==> src/rtl/rsa_stream_ctrl.sv <==
// Transmit-side controller for the RSA systolic array: streams X/Y operands from the
// operand buffers, fires SA_start, then pops X*Y results and hands them to the host.
module rsa_stream_ctrl #(
    parameter int X         = 3,
    parameter int N         = 3,
    parameter int Y         = 3,
    parameter int IN_LEN    = 4,
    parameter int OUT_LEN   = 8,
    parameter int MEM_AW    = 4,
    parameter int START_GAP = 2,
    parameter int DRAIN_DLY = 13
) (
    input  logic               clk,
    input  logic               sys_rst,
    input  logic               start,
    output logic               busy,
    output logic               done,
    output logic               x_rd_en,
    output logic [MEM_AW-1:0]  x_rd_addr,
    input  logic [IN_LEN-1:0]  x_rd_data,
    output logic               y_rd_en,
    output logic [MEM_AW-1:0]  y_rd_addr,
    input  logic [IN_LEN-1:0]  y_rd_data,
    output logic               Xin_val,
    output logic [IN_LEN-1:0]  Xin_data,
    output logic               Yin_val,
    output logic [IN_LEN-1:0]  Yin_data,
    output logic               SA_start,
    output logic               out_rdy,
    input  logic [OUT_LEN-1:0] out_data,
    output logic               res_val,
    output logic [OUT_LEN-1:0] res_data,
    output logic [MEM_AW-1:0]  res_idx
);
    localparam int XN    = X * N;
    localparam int YN    = Y * N;
    localparam int XY    = X * Y;
    localparam int LMAX  = (XN > YN) ? XN : YN;
    localparam int CMAX0 = (LMAX > XY) ? LMAX : XY;
    localparam int CMAX1 = (CMAX0 > DRAIN_DLY) ? CMAX0 : DRAIN_DLY;
    localparam int CMAX  = (CMAX1 > START_GAP + 1) ? CMAX1 : START_GAP + 1;
    localparam int CW    = $clog2(CMAX + 1);

    localparam logic [CW-1:0] C_XN        = CW'(XN);
    localparam logic [CW-1:0] C_YN        = CW'(YN);
    localparam logic [CW-1:0] C_XY        = CW'(XY);
    localparam logic [CW-1:0] C_LMAX      = CW'(LMAX);
    localparam logic [CW-1:0] C_GAP       = CW'(START_GAP);
    localparam logic [CW-1:0] C_WAIT_LAST = CW'((DRAIN_DLY >= 2) ? DRAIN_DLY - 2 : 0);

    typedef enum logic [2:0] {
        S_IDLE, S_LOAD, S_GAP, S_FIRE, S_WAIT, S_DRAIN, S_FLUSH
    } state_t;

    state_t              r_state;
    logic [CW-1:0]       r_cnt;
    logic                r_pop_d;
    logic [MEM_AW-1:0]   r_res_cnt;
    logic [CW-1:0]       w_cnt_inc;

    assign w_cnt_inc = r_cnt + 1'b1;

    // Buffer read data is already registered; gate it so idle streams read as zero.
    assign Xin_data = Xin_val ? x_rd_data : '0;
    assign Yin_data = Yin_val ? y_rd_data : '0;

    always_ff @(posedge clk or posedge sys_rst) begin
        if (sys_rst) begin
            r_state   <= S_IDLE;
            r_cnt     <= '0;
            r_pop_d   <= 1'b0;
            r_res_cnt <= '0;
            busy      <= 1'b0;
            done      <= 1'b0;
            x_rd_en   <= 1'b0;
            x_rd_addr <= '0;
            y_rd_en   <= 1'b0;
            y_rd_addr <= '0;
            Xin_val   <= 1'b0;
            Yin_val   <= 1'b0;
            SA_start  <= 1'b0;
            out_rdy   <= 1'b0;
            res_val   <= 1'b0;
            res_data  <= '0;
            res_idx   <= '0;
        end else begin
            Xin_val  <= x_rd_en;
            Yin_val  <= y_rd_en;
            r_pop_d  <= out_rdy;
            res_val  <= r_pop_d;
            SA_start <= 1'b0;
            done     <= 1'b0;
            if (r_pop_d) begin
                res_data  <= out_data;
                res_idx   <= r_res_cnt;
                r_res_cnt <= r_res_cnt + 1'b1;
            end

            case (r_state)
                S_IDLE: begin
                    if (start) begin
                        r_state   <= S_LOAD;
                        busy      <= 1'b1;
                        r_cnt     <= '0;
                        x_rd_en   <= 1'b1;
                        x_rd_addr <= '0;
                        y_rd_en   <= 1'b1;
                        y_rd_addr <= '0;
                        res_idx   <= '0;
                        r_res_cnt <= '0;
                    end
                end
                S_LOAD: begin
                    // The shorter stream parks its address at 0 once exhausted.
                    x_rd_en   <= (w_cnt_inc < C_XN);
                    x_rd_addr <= (w_cnt_inc < C_XN) ? MEM_AW'(w_cnt_inc) : '0;
                    y_rd_en   <= (w_cnt_inc < C_YN);
                    y_rd_addr <= (w_cnt_inc < C_YN) ? MEM_AW'(w_cnt_inc) : '0;
                    if (w_cnt_inc == C_LMAX) begin
                        r_state <= S_GAP;
                        r_cnt   <= '0;
                    end else begin
                        r_cnt <= w_cnt_inc;
                    end
                end
                S_GAP: begin
                    // First GAP cycle still carries the last beat; then START_GAP idle cycles.
                    if (r_cnt == C_GAP) begin
                        r_state  <= S_FIRE;
                        SA_start <= 1'b1;
                        r_cnt    <= '0;
                    end else begin
                        r_cnt <= w_cnt_inc;
                    end
                end
                S_FIRE: begin
                    r_cnt <= '0;
                    if (DRAIN_DLY <= 1) begin
                        r_state <= S_DRAIN;
                        out_rdy <= 1'b1;
                    end else begin
                        r_state <= S_WAIT;
                    end
                end
                S_WAIT: begin
                    if (r_cnt == C_WAIT_LAST) begin
                        r_state <= S_DRAIN;
                        out_rdy <= 1'b1;
                        r_cnt   <= '0;
                    end else begin
                        r_cnt <= w_cnt_inc;
                    end
                end
                S_DRAIN: begin
                    if (w_cnt_inc == C_XY) begin
                        out_rdy <= 1'b0;
                        r_state <= S_FLUSH;
                        r_cnt   <= '0;
                    end else begin
                        r_cnt <= w_cnt_inc;
                    end
                end
                S_FLUSH: begin
                    // Cycle 0 captures the last pop; cycle 1 shows it with done.
                    if (r_cnt == '0) begin
                        done  <= 1'b1;
                        r_cnt <= w_cnt_inc;
                    end else begin
                        busy    <= 1'b0;
                        r_state <= S_IDLE;
                        r_cnt   <= '0;
                    end
                end
                default: r_state <= S_IDLE;
            endcase
        end
    end
endmodule
==> config.mk <==
export PLATFORM = sky130hd
export DESIGN_NAME = rsa_stream_ctrl
export DESIGN_NICKNAME = d
export VERILOG_FILES = /design/src/rtl/rsa_stream_ctrl.sv
export SDC_FILE = /design/constraint.sdc
export NUM_CORES = 1
export LEC_CHECK = 0
export ABC_AREA = 1
export CAP_MARGIN = 10
export CORE_UTILIZATION = 49
export CTS_CLUSTER_DIAMETER = 40
export CTS_CLUSTER_SIZE = 30
export DETAILED_ROUTE_END_ITERATION = 8
export PLACE_DENSITY = 0.83
export SLEW_MARGIN = 10
export SYNTH_ARGS = -nofsm -noshare
export SYNTH_HDL_FRONTEND = slang
export SYNTH_SLANG_ARGS = --single-unit
==> constraint.sdc <==
create_clock -name clk -period 3.1 [get_ports clk]
set_clock_uncertainty 0.15 [all_clocks]
set_input_delay 0.93 -clock clk [delete_from_list [all_inputs] [get_ports clk]]
set_output_delay 0.93 -clock clk [all_outputs]
set_load 0.03 [all_outputs]
Word level (Yosys, flattened, before mapping) --
Cells that the tools add are included. Widths: inputs -> output; s select.
Storage, ports and cells: register bits 35, input bits 19, output and inout port bits 37, word-level logic and storage cells 78
Cells by class: $add $sub $neg 2, order comparisons 1, equal/unequal tests 15, mux-type cells 34, reduce and logical (&&, ||, !) cells 12
Operators by type and width (number):
- $mux 4 | 14
- $pmux 4 s6 | 1
- $pmux 3 s7 | 1
- $mux 3 | 6
- $ne 2x2->1 const B | 6
- $eq 3x3->1 const B | 3
- $add 4x1->4 const B | 2
- $eq 4x4->1 const B | 2
- $mux 1 | 8
- $pmux 4 s2 | 1
- $eq 3x2->1 const B | 2
- $pmux 1 s2 | 3
- $reduce_and 3->1 | 2
- $reduce_and 6->1 | 1
- $reduce_bool 2->1 | 3
- $reduce_bool 6->1 | 1
- $eq 4x2->1 const B | 1
- $logic_not 4->1 | 1
- $lt 4x4->1 const B | 1
- $reduce_and 2->1 | 2
- $eq 3x1->1 const B | 1
- $logic_not 3->1 | 1
- $reduce_or 2->1 | 1

Depth between registers and ports, before layout --
Gate-level depths: netlist of run 1.
depth in word-level cells 4, gate-level depth with buffers 10, mapped depth without buffers 10

Least setup slack after synthesis of run 1 --
Ideal clock, no wire load.
path kind input-to-output, start input port x_rd_data[0], end output port Xin_data[0], arrival 1.170 ns, required time 2.020 ns, slack 0.850 ns, cell stages on the path 2, buffers on the path 0, cell sequence nand2_1 > inv_1
Between the ends: word-level cells in the longest chain between the ends 1
Ends and longest elaborated chain:
- start, declared | RTL line 20 | input logic [IN_LEN-1:0] x_rd_data,
- $mux 4 | RTL line 64 | assign Xin_data = Xin_val ? x_rd_data : '0;
- end, declared | RTL line 25 | output logic [IN_LEN-1:0] Xin_data,
Every way passes these cells.

Worst setup path in the final report of run 1 --
start input port x_rd_data[3], end output port Xin_data[3]
Same word-level chain as after synthesis.

==> results of run 1 <==
-- power by group through the flow --
stage / clock (mW) / sequential, mW / combinational [mW]
6_report: 0.240 / 0.634 / 0.845
5_1_grt: 0.273 / 0.650 / 0.937
4_1_cts: 0.254 / 0.635 / 0.849
3_5_place_dp: 0 / 0.643 / 0.846
3_3_place_gp: 0 / 0.639 / 0.830
2_1_floorplan: 0 / 0.710 / 0.533
-- routing by layer --
metal | vias up | global-route usage, %
li1 | 770 | -
met1 | 708 | 24.9
met2 | 56 | 33.1
met3 | 8 | 4.41
met4 | 0 | 9.52
met5 | - | 0
-- logic make-up after synthesis --
family / count (synthesis) / synth area share [%]
xor gates and xnor gates: 1 / 0.506
AOI/OAI and AO/OA: 18 / 5.78
and+or+nand+nor: 110 / 26.9
buffers and inverters: 51 / 12.6
adders and majority gates: 5 / 3.62
DFF: 35 / 50.6
-- flip-flops by register name, summed over array words and instances, names as in the netlist --
name / flops
done: 1
r_cnt: 4
y_rd_en: 1
SA_start: 1
out_rdy: 1
r_pop_d: 1
r_state: 3
res_idx: 4
res_val: 1
r_res_cnt: 4
y_rd_addr: 4
busy: 1
Yin_val: 1
res_data: 8
-- per-stage QoR --
stage / hold slack (ps) / cells / setup WS (ps) / power, mW / util, %
after CTS: 286 / 320 / 342 / 1.74 / 69.0
after global routing: 294 / 320 / 268 / 1.86 / 69.0
after floorplan: 255 / 220 / 850 / 1.24 / -
after detailed placement: 263 / 312 / 346 / 1.49 / 67.3
final: 275 / 320 / 361 / 1.72 / 69.0
after global placement: 260 / 312 / 361 / 1.47 / 67.3
-- worst reg2reg max path: stages (launching register included) --
cell and delay, ps:
dfrtp_1 430, ha_1 250, inv_1 60, nand2_1 60, a21oi_1 160, nand2_1 90
nand2_1 170, nand2_2 100, nor2_1 90, nor2_1 40
-- cell type report --
type	count	area share, %
clock buffer	5	1.62
clock inverter	3	0.863
inverter	41	6.63
multi-input combinational	134	27.5
sequential	35	37.8
tap	46	2.48
timing repair buffer	56	23.2
-- final timing paths --
kind                              startpoint          end  slack, ps  cells past startpoint
max in group asynchronous            sys_rst         busy       1680                      3
min in group asynchronous            sys_rst  res_data[3]        810                      3
worst min-delay path                 out_rdy      r_pop_d        280                      0
worst min register to register       out_rdy      r_pop_d        280                      0
worst max-delay path            x_rd_data[3]  Xin_data[3]        360                      4
worst max register to register      r_cnt[0]     r_cnt[0]       1400                      9
-- cells in the final DEF (no fill, tap or decap), drive strengths merged --
cell and n:
clkinvlp 2, o31ai 1, or2 1, clkinv 1, o211ai 1, xor2 1
ha 5, buf 9, clkbuf 5, o21ai 10, nor2 12, nand3 17
dfrtp 35, nand4 2, nand2 77, a21oi 2, clkdlybuf4s50 47, o22ai 4
inv 41, nor3 1
==> metrics.md, run 1 <==
| Metric | Value |
|---|---|
| Cts-stage hold buffer count | `0` |
| Arrival time worst endpoint | `1660 ps` |
| Setup violators final | `0` |
| Clk_lat worst skew | `340 ps` |
| Layout cells sized above 1 | `9.85%` |
| Post-synthesis cell area | `1730 um2` |
| Die area | `3770 um2` |
| Yosys top cell area share | `50.6%` |
| Final Hold Fails | `0` |
| Post-synth EDFFs | `0` |
| Vias after detailed routing | `1542` |
| Cell accounting for the most synthesized area | `dfrtp_1` |
| Die Y | `61.4 um` |
| Chip Width | `61.4 um` |
| Status | `finished clean` |
| Rel. slew slack | `70.6%` |
| Core area | `3360 um2` |
| Fin crit share | `88.4%` |
| Clk buf depth | `2` |
| Worst-path clk slew | `110 ps` |
| Area of the multi-input gates | `637 um2` |
| P_int | `0.951 mW` |
| FF+latch count, synth | `35` |
| IO buf count | `55` |
| M1 WL | `1480 um` |
| Peak per-stage delay on the critical path | `460 ps` |
| Power per cell area | `741 nW/um2` |
| CP max-delay cell | `clkdlybuf4s50_1` |
| Hold crit path type | `flop to flop` |
| Mean Syn Cell Area | `7.87 um2` |
| Total Nets Final | `297` |
| Final HPWL DP | `2590 um` |
| Nature of the critical path startpoint | `input port` |
| Residual DRC | `0` |
| Switching Share | `44.7%` |
| GPL Wtd Cong | `0.872` |
| First-pass GRT wire length | `5350 um` |
| Synth top area cells | `dfrtp_1, nand2_1, inv_1` |
| CP Class | `input port to primary output` |
| Setup_tns | `0 ps` |
| Worst-path cell chain | `clkdlybuf4s50_1 -> nand2_1 -> inv_1 -> buf_4` |
| Power share of the clock group | `14.0%` |
| I/O Pins | `56` |
| CTS tree | `done` |
| ANT cells | `0` |
| Total CTS buffers | `5` |
| Largest delay contributor family on the critical path | `buffers and inverters` |
| Most common cell in the synthesized netlist | `nand2_1` |
| Post-synthesis sequential area ratio | `50.6%` |
| Sequential power share | `36.9%` |
| Syn_nets | `244` |
| Postcts setup bufs | `0` |
| Total Wirelength | `3360 um` |
| Drt wl/cell | `10.5 um` |
| Root Driver | `clkbuf_4` |
| Asr flop ratio synth | `100%` |
| Crit-path max FO | `1` |
| Layout area overhead | `34.1%` |
| Top cells by count, synth | `nand2_1, inv_1, dfrtp_1` |
| Netlist cell types | `23` |
| Initial antenna violation count | `0` |
| RSZ-0062 raised after global routing | `no` |
| GRT Total Usage | `19.9%` |
| Worst Tran Pin Value | `441 ps` |
| Period minus WS final | `2740 ps` |
| Filler Cell Count | `282` |
| Cts repair resizes | `0` |
| Max-Cap Viols | `0` |
| Register area | `876 um2` |
| Placed Area | `2260 um2` |
| Global route overflow | `0` |
| Htree depth | `2` |
| FMAX | `365 MHz` |
| Largest net degree at the start of global routing | `36` |
| Crit end category | `primary output` |
| Design Area, Final | `2320 um2` |
| VDD IR max | `0.459 mV` |
| Pleak | `1.25 nW` |
| Highest metal used | `met4` |
| Net Switching | `0.769 mW` |
| Vias per inst | `4.82` |
| Initial Util | `51.5%` |
| Met2 WL | `1590 um` |
| Buffers and inverters on the worst path | `3` |
| Row count | `21` |
| 1st-iter DRT viols | `40` |
| Yosys warning count | `0` |
| Combinational share of power | `49.2%` |
| Commonest register cell after synthesis | `dfrtp_1` |
| ANT nets after route | `0` |
| Clock Sinks | `35` |
| Max-slew violation count | `0` |
| Number of global-route vias before repair | `1275` |
| WL met3 | `220 um` |
| WP data required | `2020 ps` |
| Drt pass-1 iters | `4` |
| Mapped Cells | `220` |
(Power assumes the default switching activity.)
==> inputs of run 2 (changes only) <==
--- a/config.mk
+++ b/config.mk
@@ -12,6 +12,7 @@
 export CTS_CLUSTER_SIZE = 30
 export DETAILED_ROUTE_END_ITERATION = 8
 export PLACE_DENSITY = 0.83
+export SKIP_CTS_REPAIR_TIMING = 1
 export SLEW_MARGIN = 10
 export SYNTH_ARGS = -nofsm -noshare
 export SYNTH_HDL_FRONTEND = slang
==> results of run 2 <==
Same layout as run 1: the final DEF is identical, and so are final timing and power.
==> inputs of run 3 (changes only) <==
==> constraint.sdc (replaced) <==
create_clock -name clk -period 3.1 [get_ports clk]
set_clock_uncertainty 0.15 [all_clocks]
set_input_delay 0.93 -clock clk [delete_from_list [all_inputs] [get_ports clk]]
set_output_delay 0.93 -clock clk [all_outputs]
set_load 0.02 [all_outputs]
==> metrics.md, run 3 (synthesis gave the netlist of run 1 again) <==
| Metric | Value |
|---|---|
| Status | `finished clean` |
| Hold crit path type | `flop to flop` |
| Clk_lat worst skew | `330 ps` |
| Root Driver | `clkbuf_4` |
| Chip Width | `61.4 um` |
| Core area | `3360 um2` |
| Max reg flops | `8` |
| CP Class | `input port to primary output` |
| Placed Area | `2280 um2` |
| Layout area overhead | `36.9%` |
| Drt pass-1 iters | `4` |
| Worst hold start | `out_rdy` |
| ANT cells | `0` |
| Total Nets Final | `297` |
| First-pass GRT wire length | `5610 um` |
| Largest net degree at the start of global routing | `36` |
| Crit end category | `primary output` |
| Period minus WS final | `2810 ps` |
| FMAX | `356 MHz` |
| Most common cell after layout, fill and taps aside | `nand2_1` |
| Initial Util | `51.5%` |
| GRT Total Usage | `20.4%` |
| Min Hold Slack | `290 ps` |
| Pleak | `1.32 nW` |
| GPL Wtd Cong | `0.873` |
| Worst-path clk slew | `110 ps` |
| Die Y | `61.4 um` |
| Design Area, Final | `2370 um2` |
| 1st-iter DRT viols | `57` |
| Post-placement worst setup slack | `-113 ps` |
| Vias per inst | `4.84` |
| Number of global-route vias before repair | `1377` |
| IO buf count | `55` |
| WP data required | `2020 ps` |
| Total CTS buffers | `5` |
| Drt wl/cell | `11.4 um` |
| Htree depth | `2` |
| Final HPWL DP | `2750 um` |
| Commonest cells after routing, fill and taps aside | `nand2_1, clkdlybuf4s50_1, inv_1, dfrtp_1, nand3_1` |
| Nature of the critical path startpoint | `input port` |
| Row count | `21` |
| Worst Tran Pin Value | `478 ps` |
| Residual DRC | `0` |
| Layout cells sized above 1 | `6.93%` |
| Clock Sinks | `35` |
| Rel. slew slack | `68.1%` |
| Arrival time worst endpoint | `1730 ps` |
| RSZ-0062 raised after global routing | `no` |
| Final Hold Fails | `0` |
| Total Wirelength | `3640 um` |
| Global route overflow | `0` |
| Crit-path max FO | `1` |
| Final setup margin | `287 ps` |
| Power per cell area | `715 nW/um2` |
| Initial antenna violation count | `0` |
| Clk buf depth | `2` |
| ANT nets after route | `0` |
| Max-Cap Viols | `0` |
| Reg with most FFs | `res_data` |
| CTS tree | `done` |
| Max-slew violation count | `0` |
| CP startpoint | `x_rd_data[3]` |
| Vias after detailed routing | `1548` |
| Die area | `3770 um2` |
| Crit Reg-Reg Startpoint | `r_cnt[0]` |
| Setup violators final | `0` |
| VDD IR max | `0.439 mV` |
| Fin crit share | `90.7%` |
| I/O Pins | `56` |
## run 3: final cells by class
class                   count  area [um2]
clock inverters             2        16.3
multi-input cells         134         637
fillers                   279         993
well taps                  46        57.6
flip-flops and latches     35         876
repair buffers             56         578
inverters                  41         154
clock buffers               6        51.3
## run 3: metrics by stage
stage	util [%]	setup TNS [ps]	std cells	power (mW)
final	70.5	0	320	1.70
after global routing	70.5	0	320	1.82
after CTS	69.9	-591	320	1.71
after detailed placement	67.9	-588	312	1.44
after global placement	67.9	-489	312	1.41
after floorplan	-	0	220	1.18
## run 3: where the power goes
| part | switching (mW) | internal [mW] |
|---|---|---|
| Combinational | 0.475 | 0.319 |
| Sequential | 0.0869 | 0.548 |
| Clock | 0.154 | 0.112 |
| Total | 0.716 | 0.979 |
## run 3: final timing paths
path,depth (start not counted),to,slack [ps]
min in group asynchronous,3,res_data[3],830
max in group asynchronous,3,out_rdy,1660
hold / removal,0,r_pop_d,290
setup / recovery,4,Xin_data[3],290
setup reg to reg,9,r_cnt[0],1380
hold reg to reg,0,r_pop_d,290
## run 3: worst max-delay path, cell delays in order
cell	delay, ps
clkdlybuf4s50_1	460
nand2_1	50
inv_1	60
dlymetal6s2s_1	230
## run 3: layer usage
metal | global-route usage [%] | wire [um] | up-vias
met4 | 5.40 | 10 | 0
met2 | 34.3 | 1800 | 51
met5 | 0 | 0 | -
li1 | - | - | 775
met3 | 6.51 | 261 | 2
met1 | 25.6 | 1570 | 720
==> RTL change (config.mk and constraints of run 1) <==
Re-encode `state_t` (7 states) as one-hot, 7 bits wide.
--- a/src/rtl/rsa_stream_ctrl.sv
+++ b/src/rtl/rsa_stream_ctrl.sv
@@ -48,8 +48,8 @@
     localparam logic [CW-1:0] C_GAP       = CW'(START_GAP);
     localparam logic [CW-1:0] C_WAIT_LAST = CW'((DRAIN_DLY >= 2) ? DRAIN_DLY - 2 : 0);
 
-    typedef enum logic [2:0] {
-        S_IDLE, S_LOAD, S_GAP, S_FIRE, S_WAIT, S_DRAIN, S_FLUSH
+    typedef enum logic [6:0] {
+        S_IDLE = 7'b0000001, S_LOAD = 7'b0000010, S_GAP = 7'b0000100, S_FIRE = 7'b0001000, S_WAIT = 7'b0010000, S_DRAIN = 7'b0100000, S_FLUSH = 7'b1000000
     } state_t;
 
     state_t              r_state;
Check against the original RTL: no difference found for any inputs over 10 cycles, from zero or initial values and one cycle with sys_rst high; not proved beyond that.
==> RTL change against run 1 <==
  * Critical path depth is the same
  * Sequential cell count grew 4
  * Core utilization shrank 2.8 points
  * Routed wire length grew 45%
  * Sequential power grew 21%
  * Worst setup slack gained 0.0054 ns
  * Power grew 33%
  * Die area grew 28%
  * Design area grew 24%
  * Count of clock-buffer cells in the layout is the same
  * Hold slack lost 0.00090 ns
  * Area after synthesis grew 29%
  * Critical path type unchanged
==> RTL change: results (changes against run 1) <==
### Critical path
• **Critical-path top delay cell** clkdlybuf4s50_1
• **worst setup path endpoint** Yin_data[0]
• **Worst Reg2Reg Path Length in Cells** 9, unchanged
• **end of the worst register-to-register path** r_state[2]$_DFFE_PP0P_
• **Critical R2R Launch** r_cnt[0]$_DFFE_PP0P_
• **start point of the critical path** y_rd_data[0]
• **setup slack on the worst flop-to-flop path** 1.03 ns, -0.37 ns
• **highest cell delay on the worst timing path** 0.46 ns, about the same
• **CP arrival** 1.65 ns
• **Max FO, Critical Path** 1, unchanged

### Global route
• **wire length of the first global-routing pass** 8376 um, +57%
• **pin count of the biggest net entering global routing** 31, -14%
• **total track usage** 22.00%, +2.1 points
• **vias in the first global route** 1,895, +49%
• **initial antenna violation count** 0, unchanged

### Final layout
• **total number of nets in the final design** 360, +21%
• **diode count** 0, unchanged
• **fraction of layout cells with a size suffix above 1** 16.57%, +6.7 points
• **largest registers** res_data x8, r_state x7

### Logic synthesis
• **top cells by area in the synthesized netlist** dfrtp_1 (43%), nand2_1 (16%), nand3_1 (5.2%)
• **synthesized netlist net count** 308, +26%
• **library cells used by synthesis** 35, +52%
• **top cells by count, synth** nand2_1 (92), dfrtp_1 (38), inv_1 (29), nor2_1 (29), nand3_1 (23)
• **most frequently used flop master after synthesis** dfrtp_1
• **Mapped Cells** 285, +30%
• **async set or reset register ratio after synthesis** 100.0%, unchanged
• **register area share after synthesis** 43.88%, -6.7 points
• **Warnings, synthesis** 0, unchanged

### Placed design
• **placed inst area** 2769 sq um, +22%
• **routability cong.** 0.9223, +5.8%
• **Buffers on Ports** 55, unchanged
• **Placement Setup Slack** 0.3669 ns, +0.02108 ns
• **HPWL Detailed** 3756 um, +45%
• **cell count after placement** 382, +22%

### CTS
• **post-CTS repair timing setup buffer count** 0, unchanged
• **clock transition at the registers of the reported paths** 0.08 ns, -0.03 ns
• **H-Tree Level Count** 2, unchanged
• **buffer levels on the longest clock path** 2, unchanged
• **Clk Latency, worst-skew pair** 0.30 ns, -0.04 ns
• **Resized cells post-CTS** 0, unchanged
• **Root Driver** clkbuf_8
• **number of buffers created by CTS** 5, unchanged

### Drt
• **via/cell ratio** 4.990, +3.5%
• **DRT Wirelength** 4858 um, +45%
• **Pre-antenna DRT Iters** 4, unchanged
• **routed len/inst** 12.46 um, +19%
• **1st-iter DRT viols** 100, +150%

### Pwr
• **reported leakage power** 0.001508 uW, +21%
• **Max VDD drop** 373.1 uV, -19%

### Worst hold path
• **class of the most critical hold timing path** reg -> reg

### STA
• **post-route clock period utilization** 88.19%, -0.17 points
• **Slew headroom** 61.38%, -9.2 points

### Status
• **run status** completed

RTL change: worst max-delay path, delay by kind of cell:
| family | cells | cell delay, ns |
|---|---|---|
| buf+inv | 3 | 0.67 |
| simple gates | 1 | 0.05 |
RTL change: final cells by class:
class	instances	area (sq um)
inverter	37	141.4
sequential	39	977.2
clock inverter	3	43.79
clock buffer	5	68.82
timing repair buffer	56	550.5
fill	357	1473
tap	52	65.06
multi-input combinational	198	1035
RTL change: cell families (layout without fill, tap and decap cells):
family          after synthesis  count (layout)  synth area share (%)
simple gates                177             177                 38.99
flops                        39              39                 43.88
fa+ha+maj                     4               4                 2.247
buf+inv                      48             101                 9.663
compound gates               15              15                 4.438
xor+xnor                      2               2                0.7867
RTL change: power breakdown:
| part | internal (uW) | total (uW) | switching (uW) |
|---|---|---|---|
| Clock | 240 | 425 | 186 |
| Combinational | 394 | 1100 | 701 |
| Sequential | 640 | 770 | 129 |
| Total | 1270 | 2290 | 1020 |
RTL change: metal layers:
metal / track usage [%] / wire length [um]
met1: 24.76 / 2051
met2: 38.94 / 2461
met3: 5.669 / 254
met4: 9.751 / 90
met5: 0 / 0
RTL change: how the worst min path moves through the flow:
stage / start / end / slack (ns) / depth (start not counted)
after detailed placement: out_rdy$_DFFE_PP0P_ / r_pop_d$_DFF_PP0_ / 0.25 / 0
after global placement: out_rdy$_DFFE_PP0P_ / r_pop_d$_DFF_PP0_ / 0.25 / 0
after floorplan: r_pop_d$_DFF_PP0_ / res_val$_DFF_PP0_ / 0.20 / 0
final: out_rdy$_DFFE_PP0P_ / r_pop_d$_DFF_PP0_ / 0.27 / 0
after CTS: out_rdy$_DFFE_PP0P_ / r_pop_d$_DFF_PP0_ / 0.27 / 0
after global routing: out_rdy$_DFFE_PP0P_ / r_pop_d$_DFF_PP0_ / 0.27 / 0
